===== src/rtl/pedestal_filter_config_sequencer.sv =====
// pedestal_filter_config_sequencer
// Sequences the HPF/LPF pedestal-recovery filter bank. It pulses the filter
// reset, loads three coefficient words over the shared coefficient/reg_select
// bus, then gates the filter enable. A settle counter reports when the filter
// outputs are valid after a load.
// Ports:
//   clk, reset          clock, synchronous active-high reset
//   en                  filter run request from the datapath
//   cfg_req             reconfiguration request (level, held until accepted)
//   cfg_hpf_sel         HPF cutoff index 0..4 (5..7 rejected with cfg_err)
//   cfg_lpf_en          1 = load LPF table, 0 = LPF bypass (zero coefficients)
//   cfg_ready           request accepted this cycle if cfg_req=1
//   cfg_done            1-cycle pulse when a load completes
//   cfg_err             1-cycle pulse when an invalid request is accepted
//   filt_reset          filter reset
//   filt_reg_select     filter coefficient word select
//   filt_load           filter coefficient load strobe
//   hpf_coefficient     HPF coefficient word
//   lpf_coefficient     LPF coefficient word
//   filt_en             filter enable (combinational on en)
//   settled             filter outputs valid
module pedestal_filter_config_sequencer #(
    parameter int unsigned HPF_SEL_DEFAULT = 0,
    parameter int unsigned LPF_EN_DEFAULT  = 0,
    parameter int unsigned SETTLE_CYCLES   = 1024,
    parameter int unsigned CNT_W           = 16
) (
    input  logic        clk,
    input  logic        reset,
    input  logic        en,
    input  logic        cfg_req,
    input  logic [2:0]  cfg_hpf_sel,
    input  logic        cfg_lpf_en,
    output logic        cfg_ready,
    output logic        cfg_done,
    output logic        cfg_err,
    output logic        filt_reset,
    output logic [1:0]  filt_reg_select,
    output logic        filt_load,
    output logic [31:0] hpf_coefficient,
    output logic [31:0] lpf_coefficient,
    output logic        filt_en,
    output logic        settled
);

    localparam int unsigned COEF_W = 32;

    localparam logic [2:0] S_FRST  = 3'd0;
    localparam logic [2:0] S_LD0   = 3'd1;
    localparam logic [2:0] S_LD1   = 3'd2;
    localparam logic [2:0] S_LD2   = 3'd3;
    localparam logic [2:0] S_RUN   = 3'd4;
    localparam logic [2:0] S_PAUSE = 3'd5;

    localparam logic [2:0]       SEL_MAX    = 3'd4;
    localparam logic [CNT_W-1:0] SETTLE_MAX = CNT_W'(SETTLE_CYCLES);

    // HPF coefficient table lookup: word idx 0..2 for the given cutoff index
    function automatic logic [COEF_W-1:0] hpf_word(input logic [2:0] sel, input logic [1:0] idx);
        logic [COEF_W-1:0] w;
        w = '0;
        case ({sel, idx})
            5'b000_00: w = 32'h0000FF00;
            5'b000_01: w = 32'hFFFF0100;
            5'b000_10: w = 32'h0000FE07;
            5'b001_00: w = 32'h0000FCF4;
            5'b001_01: w = 32'hFFFF030C;
            5'b001_10: w = 32'h0000F9E1;
            5'b010_00: w = 32'h0000F9F5;
            5'b010_01: w = 32'hFFFF060B;
            5'b010_10: w = 32'h0000F3EA;
            5'b011_00: w = 32'h0000F168;
            5'b011_01: w = 32'hFFFF0E98;
            5'b011_10: w = 32'h0000E2CA;
            5'b100_00: w = 32'h0000E546;
            5'b100_01: w = 32'hFFFF1ABA;
            5'b100_10: w = 32'h0000CA92;
            default:   w = '0;
        endcase
        return w;
    endfunction

    // LPF coefficient table lookup (single table, bypass handled by caller)
    function automatic logic [COEF_W-1:0] lpf_word(input logic [1:0] idx);
        logic [COEF_W-1:0] w;
        case (idx)
            2'd0:    w = 32'h0000001F;
            2'd1:    w = 32'h0000001F;
            2'd2:    w = 32'h0000FFBE;
            default: w = '0;
        endcase
        return w;
    endfunction

    logic [2:0]        state_q, state_d;
    logic [2:0]        sel_q, sel_d;
    logic              lpf_en_q, lpf_en_d;
    logic [CNT_W-1:0]  cnt_q, cnt_d;

    logic              cfg_ready_q, cfg_ready_d;
    logic              cfg_done_q, cfg_done_d;
    logic              cfg_err_q, cfg_err_d;
    logic              filt_reset_q, filt_reset_d;
    logic [1:0]        filt_reg_select_q, filt_reg_select_d;
    logic              filt_load_q, filt_load_d;
    logic [COEF_W-1:0] hpf_coefficient_q, hpf_coefficient_d;
    logic [COEF_W-1:0] lpf_coefficient_q, lpf_coefficient_d;
    logic              settled_q, settled_d;

    // Enable follows en directly so the datapath sees no extra latency
    assign filt_en = (state_q == S_RUN) & en;

    // Next state, latched configuration and settle counter
    always_comb begin
        state_d    = state_q;
        sel_d      = sel_q;
        lpf_en_d   = lpf_en_q;
        cnt_d      = cnt_q;
        cfg_done_d = 1'b0;
        cfg_err_d  = 1'b0;
        case (state_q)
            S_FRST: begin
                state_d = S_LD0;
                cnt_d   = '0;
            end
            S_LD0: state_d = S_LD1;
            S_LD1: state_d = S_LD2;
            S_LD2: begin
                state_d    = en ? S_RUN : S_PAUSE;
                cfg_done_d = 1'b1;
            end
            S_RUN, S_PAUSE: begin
                // An accepted request, valid or not, freezes the run/pause move and counter
                if (cfg_req) begin
                    if (cfg_hpf_sel <= SEL_MAX) begin
                        state_d  = S_FRST;
                        sel_d    = cfg_hpf_sel;
                        lpf_en_d = cfg_lpf_en;
                    end else begin
                        cfg_err_d = 1'b1;
                    end
                end else begin
                    state_d = en ? S_RUN : S_PAUSE;
                    if (filt_en && (cnt_q < SETTLE_MAX)) begin
                        cnt_d = cnt_q + CNT_W'(1);
                    end
                end
            end
            default: state_d = S_FRST;
        endcase
    end

    // Moore output decode, taken from the next state so outputs can be registered
    always_comb begin
        cfg_ready_d       = (state_d == S_RUN) || (state_d == S_PAUSE);
        filt_reset_d      = (state_d == S_FRST);
        filt_load_d       = 1'b0;
        filt_reg_select_d = 2'd0;
        hpf_coefficient_d = '0;
        lpf_coefficient_d = '0;
        settled_d         = cfg_ready_d && (cnt_d == SETTLE_MAX);
        if ((state_d == S_LD0) || (state_d == S_LD1) || (state_d == S_LD2)) begin
            filt_load_d       = 1'b1;
            filt_reg_select_d = 2'(state_d - S_LD0);
            hpf_coefficient_d = hpf_word(sel_d, filt_reg_select_d);
            lpf_coefficient_d = lpf_en_d ? lpf_word(filt_reg_select_d) : '0;
        end
    end

    // State and output registers; reset values match the FRST decode
    always_ff @(posedge clk) begin
        if (reset) begin
            state_q           <= S_FRST;
            sel_q             <= 3'(HPF_SEL_DEFAULT);
            lpf_en_q          <= 1'(LPF_EN_DEFAULT);
            cnt_q             <= '0;
            cfg_ready_q       <= 1'b0;
            cfg_done_q        <= 1'b0;
            cfg_err_q         <= 1'b0;
            filt_reset_q      <= 1'b1;
            filt_reg_select_q <= 2'd0;
            filt_load_q       <= 1'b0;
            hpf_coefficient_q <= '0;
            lpf_coefficient_q <= '0;
            settled_q         <= 1'b0;
        end else begin
            state_q           <= state_d;
            sel_q             <= sel_d;
            lpf_en_q          <= lpf_en_d;
            cnt_q             <= cnt_d;
            cfg_ready_q       <= cfg_ready_d;
            cfg_done_q        <= cfg_done_d;
            cfg_err_q         <= cfg_err_d;
            filt_reset_q      <= filt_reset_d;
            filt_reg_select_q <= filt_reg_select_d;
            filt_load_q       <= filt_load_d;
            hpf_coefficient_q <= hpf_coefficient_d;
            lpf_coefficient_q <= lpf_coefficient_d;
            settled_q         <= settled_d;
        end
    end

    assign cfg_ready       = cfg_ready_q;
    assign cfg_done        = cfg_done_q;
    assign cfg_err         = cfg_err_q;
    assign filt_reset      = filt_reset_q;
    assign filt_reg_select = filt_reg_select_q;
    assign filt_load       = filt_load_q;
    assign hpf_coefficient = hpf_coefficient_q;
    assign lpf_coefficient = lpf_coefficient_q;
    assign settled         = settled_q;

endmodule


===== config.mk =====
export PLATFORM = sky130hd
export DESIGN_NAME = pedestal_filter_config_sequencer
export DESIGN_NICKNAME = d
export VERILOG_FILES = /design/src/rtl/pedestal_filter_config_sequencer.sv
export SDC_FILE = /design/constraint.sdc
export NUM_CORES = 1
export LEC_CHECK = 0
export BUFFER_PORTS_ARGS = -buffer_cell sky130_fd_sc_hd__buf_2
export CORE_ASPECT_RATIO = 0.5
export CORE_MARGIN = 3
export CORE_UTILIZATION = 55
export DETAILED_ROUTE_END_ITERATION = 6
export PLACE_DENSITY = 0.95
export SYNTH_ARGS = -nofsm -noshare
export SYNTH_HDL_FRONTEND = slang
export SYNTH_SLANG_ARGS = --single-unit

===== constraint.sdc =====
create_clock -name clk -period 8.8 [get_ports clk]
set_input_delay 0.44 -clock clk [delete_from_list [all_inputs] [get_ports clk]]
set_output_delay 0.44 -clock clk [all_outputs]
set_load 0.005 [all_outputs]

After elaboration in Yosys (flattened, before gate mapping)

Memory sizes are Yosys's and may differ from the RTL's. A register that Yosys moved wholly into a read port is not among the register bits.
Cells that the tools add are included.

Flip-flop bits (word level): 63
ROM bits: 1,024
Bits of input ports: 8
Output and inout bits: 73
Word-level logic and storage cells: 65
Memories: 1

Memory list:

| name            | depth | width | read ports | clocked after memory_dff | wr ports | line | RTL |
|---|---|---|---|---|---|---|---|
| (no name shown) | 32    | 32    | 1          | 1                        | 0        | 62   | `case ({sel, idx})` |

Add/sub/neg operators: 2
$lt $le $gt $ge: 2
Equality and inequality tests: 13
Multiplexer cells: 17
Bitwise operators: 5
Reduce and logical (&&, ||, !) cells: 13

Operators by type and width:

| kind                    | count |
|---|---|
| $pmux W16 S2            | 2 |
| $mux W16                | 2 |
| $add A16 B1 Y16 const B | 1 |
| $eq A16 B11 Y1 const B  | 1 |
| $lt A16 B11 Y1 const B  | 1 |
| $mux W3                 | 5 |
| $pmux W3 S5             | 1 |
| $eq A3 B2 Y1 const B    | 4 |
| $eq A3 B3 Y1 const B    | 4 |
| $mux W1                 | 7 |
| $eq A3 B1 Y1 const B    | 2 |
| $logic_not A3 Y1        | 2 |
| $reduce_or A2 Y1        | 3 |
| $reduce_or A3 Y1        | 2 |
| $not A1 Y1              | 4 |
| $le A3 B3 Y1 const B    | 1 |
| $logic_or A1 B1 Y1      | 3 |
| $eq A2 B1 Y1 const B    | 1 |
| $eq A2 B2 Y1 const B    | 1 |
| $logic_and A1 B1 Y1     | 2 |
| $logic_not A2 Y1        | 1 |
| $sub A2 B1 Y2 const B   | 1 |
| $and A1 B1 Y1           | 1 |

Logic depth before layout (Yosys ltp)

Depth in word-level cells: 9
Gate-level depth with buffers: 11
Mapped depth without buffers: 10

Worst setup path after synthesis

No wires, ideal clock.

Kind: in2reg
Start point: input port cfg_hpf_sel[1]
End point: register hpf_coefficient_q[13], in the netlist hpf_coefficient[13]
Setup time: 0.155 ns
Arrival time: 3.170 ns
Data required time: 8.645 ns
Path slack: 5.475 ns
Stages on the path: 10
Buffers on the path: 1
Cells stage by stage: o21ai_2 -> nor3_1 -> nor3_1 -> inv_1 -> ha_1 -> clkbuf_1 -> o311ai_1 -> inv_1 -> nand2_1 -> o21ai_0

Cells in the longest elaborated chain, start to end: 9
Elaborated cells on any way between the ends: 15
Classes of those cells: add/sub (1); order compare (1); eq/ne (3); mux (6); bitwise (1); reduce/logical (3)

Ends and longest elaborated chain:

| what                                                | line | RTL |
|---|---|---|
| start: declaration                                  | 32   | `input logic [2:0] cfg_hpf_sel,` |
| $le A3 B3 Y1 *                                      | 135  | `if (cfg_hpf_sel <= SEL_MAX) begin` |
| $mux W3 *                                           | 135  |  |
| $mux W3 *                                           | 134  | `if (cfg_req) begin` |
| $pmux W3 S5 *                                       | 121  | `case (state_q)` |
| via state_d[0]                                      | 95   | `logic [2:0] state_q, state_d;` |
| $eq A3 B1 Y1 / $eq A3 B2 Y1 (equally long branches) | 162  | `if ((state_d == S_LD0) \|\| (state_d == S_LD1) \|\| (state_d == S_LD2)) begin` |
| $logic_or A1 B1 Y1 (2 in series)                    | 162  |  |
| $not A1 Y1 (no source line)                         | n/a  |  |
| $reduce_or A2 Y1 (no source line)                   | n/a  |  |
| end: declaration                                    | 106  | `logic [COEF_W-1:0] hpf_coefficient_q, hpf_coefficient_d;` |

The timed path passes the listed nets; every way through them passes the cells marked *.
A chain may end at the register's enable or synchronous reset.

Worst setup path in the final report

Start point: register state_q[1]
End point: register hpf_coefficient_q[13], in the netlist hpf_coefficient[13]

Cells in the longest elaborated chain, start to end: 8
Elaborated cells on any way between the ends: 19
Classes of those cells: add/sub (1); eq/ne (8); mux (4); bitwise (1); reduce/logical (5)

Ends and longest elaborated chain:

| what                                                | line | RTL |
|---|---|---|
| start: declaration                                  | 95   |  |
| start signal: assignment                            | 187  | `state_q <= state_d;` |
| $eq A3 B3 Y1                                        | 121  |  |
| $reduce_or A2 Y1                                    | 121  |  |
| $pmux W3 S5 *                                       | 121  |  |
| via state_d[0]                                      | 95   |  |
| $eq A3 B1 Y1 / $eq A3 B2 Y1 (equally long branches) | 162  |  |
| $logic_or A1 B1 Y1 (2 in series)                    | 162  |  |
| $not A1 Y1 (no source line)                         | n/a  |  |
| $reduce_or A2 Y1 (no source line)                   | n/a  |  |

Marks and branches as above.

==> reports/results.txt <==
status -> complete, no violations
row cnt -> 17
final std cells w/o fill -> 406
CP arrival -> 4.49 ns
DRT antenna net count -> 0
Post-synth ARST share -> 0
Fin. Hold Viols -> 0
Layout fillers -> 346
R2R depth -> 9
CTS max path bufs -> 2
area of the mapped netlist -> 2630 sq um
static leakage -> 1.32 nW
Post-synth top flop -> dfxtp_1
DRC errors left -> 0
post-CTS sizing -> 0
vias -> 2263
yosys warns -> 0
Syn-to-layout area delta -> 7.03%
setup bufs post-CTS -> 0
Root Buffer -> clkbuf_8
register area -> 1000 sq um
WL/cell -> 15.0 um
total global-route track usage -> 0.202
Power Density -> 183 nW/um^2
CTS tree -> done
Clock transition at path regs -> 0.09 ns
largest net degree at the start of global routing -> 24
slowest CP cell -> nor3_1
Netlist cell types -> 51
setup violators final -> 0
share of cells above drive strength 1 -> 0.259
reg2reg setup slack -> 4.47 ns
Tmin final -> 4.33 ns
critical path fanouts, max -> 10
min-delay worst type -> input pin to flop
CTS Sinks -> 50
register area share after synthesis -> 0.380
leading cell type in the layout, fill and taps excluded -> buf_2
worst slack at placement -> 4.53 ns
initial core utilization -> 0.584
Worst path depth -> 9
die area -> 5700 sq um
vias in the first global route -> 1933
hold_buf cts -> 0
relative slew slack -> 0.180
final wirelength -> 6090 um
Multi-input gate area -> 1290 sq um
CP top delay family -> simple AND/OR/NAND/NOR gates
fin nets -> 355
GRT overflow -> 0
Fin Hold WS -> 0.435 ns
Setup WS post-layout -> 4.47 ns
final slew viol count -> 0
fmax -> 0.231 GHz
most frequent cells in the layout -> buf_2 (63), dfxtp_1 (50), nor2_1 (27)
Mean Syn Cell Area -> 8.69 sq um
max-cap violation count -> 0
unrepaired setup endpoints after global routing -> false
CTS buffer count -> 5
Vias/cell -> 5.57
Critical Path Source Type -> flop
Crit Path Category -> flop to flop
clk_lat worst skew -> 0.31 ns
Slew @ Worst Pin -> 1.22 ns
TNS Setup -> 0 ns
IO Count -> 81
Worst VDD drop -> 81.8 uV
hold depth -> 3
number of antenna cells inserted -> 0
crit-path cells -> nand2b_1, nor3_1, nor3_1, inv_1, ha_1, o311ai_1, inv_1, nand2_1, o21ai_0
global-route wire length before repair -> 9140 um
DRT iter0 DRCs -> 246
DR pass1 iterations -> 4
Setup Skew -> 0.00207 ns
post-DP HPWL -> 4330 um
CP Capture Type -> flop
CP peak stage delay -> 0.98 ns
register bit total from synthesis -> 50
initial antenna violation count -> 0
Post-Place Cells -> 398
Die X -> 104 um
Final period util -> 0.492
H-tree levels -> 2
Bufs and invs on worst path -> 2
RePlAce Congestion -> 0.938
PortBufs -> 63
chip height -> 54.9 um
required time of the critical path -> 8.96 ns
Mapped Cells -> 303
core area -> 4510 sq um
Post-synth EDFFs -> 0
[layout make-up]
cell class	instances	share of cell area
clock buffer	7	0.0306
multi-input combinational	208	0.456
inverter	11	0.0147
clock inverter	1	0.00178
timing repair buffer	63	0.112
tap	66	0.0293
sequential	50	0.355
[worst register-to-register path: stages (launching register included)]
cell and delay (ns):
dfxtp_1 0.48, nand2b_1 0.25, nor3_1 0.07, nor3_1 0.98, inv_1 0.40, ha_1 0.43, o311ai_1 0.97, inv_1 0.24
nand2_1 0.26, o21ai_0 0.10
[metal layers]
metal / part of all wire / vias up / routed length [um] / track usage
met4: 0.030 / 0 / 184 / 0.117
met5: 0 / - / 0 / 0
met2: 0.50 / 114 / 3060 / 0.382
met3: 0.073 / 19 / 445 / 0.0452
li1: - / 1070 / - / -
met1: 0.39 / 1060 / 2400 / 0.223
[power by group]
group | internal, mW | switching [mW]
Clock | 0.0636 | 0.0768
Combinational | 0.0460 | 0.0782
Sequential | 0.243 | 0.00815
Total | 0.353 | 0.163
[stage by stage]
stage          cell area, sq um  power [mW]  utilization
2_1_floorplan              2690       0.348            -
3_3_place_gp               2730       0.370        0.605
3_5_place_dp               2730       0.376        0.605
4_1_cts                    2820       0.512        0.625
5_1_grt                    2820       0.537        0.625
6_report                   2820       0.516        0.625
[Yosys cell counts (2+ instances only)]
cell | number | area (sq um)
o21ai_0 | 15 | 75.1
a211oi_1 | 3 | 22.5
nand3_1 | 10 | 50.1
nor2_1 | 27 | 101
nand2b_1 | 3 | 18.8
o211ai_1 | 2 | 15.0
nor3_1 | 11 | 55.1
xnor2_1 | 2 | 17.5
mux2i_1 | 5 | 50.1
o311ai_0 | 2 | 17.5
xor2_1 | 2 | 17.5
nand3b_1 | 3 | 22.5
and2_1 | 3 | 18.8
a31oi_1 | 3 | 18.8
clkbuf_1 | 4 | 15.0
nor2b_1 | 2 | 12.5
o31ai_1 | 2 | 15.0
nor4_1 | 3 | 18.8
and3_1 | 7 | 43.8
inv_1 | 11 | 41.3
ha_1 | 8 | 100
nand2_1 | 23 | 86.3
buf_4 | 45 | 338
mux2_2 | 7 | 78.8
a22oi_1 | 4 | 30.0
or3_1 | 6 | 37.5
o22ai_1 | 2 | 12.5
a21oi_1 | 15 | 75.1
dfxtp_1 | 50 | 1000
or2_2 | 2 | 12.5
[path summary, 6_finish.rpt]
kind	from	to
min reg2reg	cnt_q[11]	cnt_q[11]
max reg2reg	state_q[1]	hpf_coefficient[13]
min	cfg_lpf_en	lpf_en_q
max	state_q[1]	hpf_coefficient[13]
[logic make-up (layout without fill, tap and decap cells)]
logic type      count (synthesis)  count (layout)  share of synthesized area
fa+ha+maj                       8               8                     0.0380
simple gates                  109             109                      0.219
xor+xnor                        4               4                     0.0133
buf+inv                        61              82                      0.154
other cells                     1              17                    0.00142
mux                            13              13                     0.0542
flops                          50              50                      0.380
compound gates                 57              57                      0.140
[state kept, by name, summed over array words and instances (netlist names)]
name and count:
cfg_done 1, cfg_err 1, cfg_ready 1, cnt_q 16, filt_load 1, filt_reg_select 2, filt_reset 1, hpf_coefficient 16
lpf_coefficient 3, lpf_en_q 1, sel_q 3, settled 1, state_q 3
(Power assumes the default switching activity.)
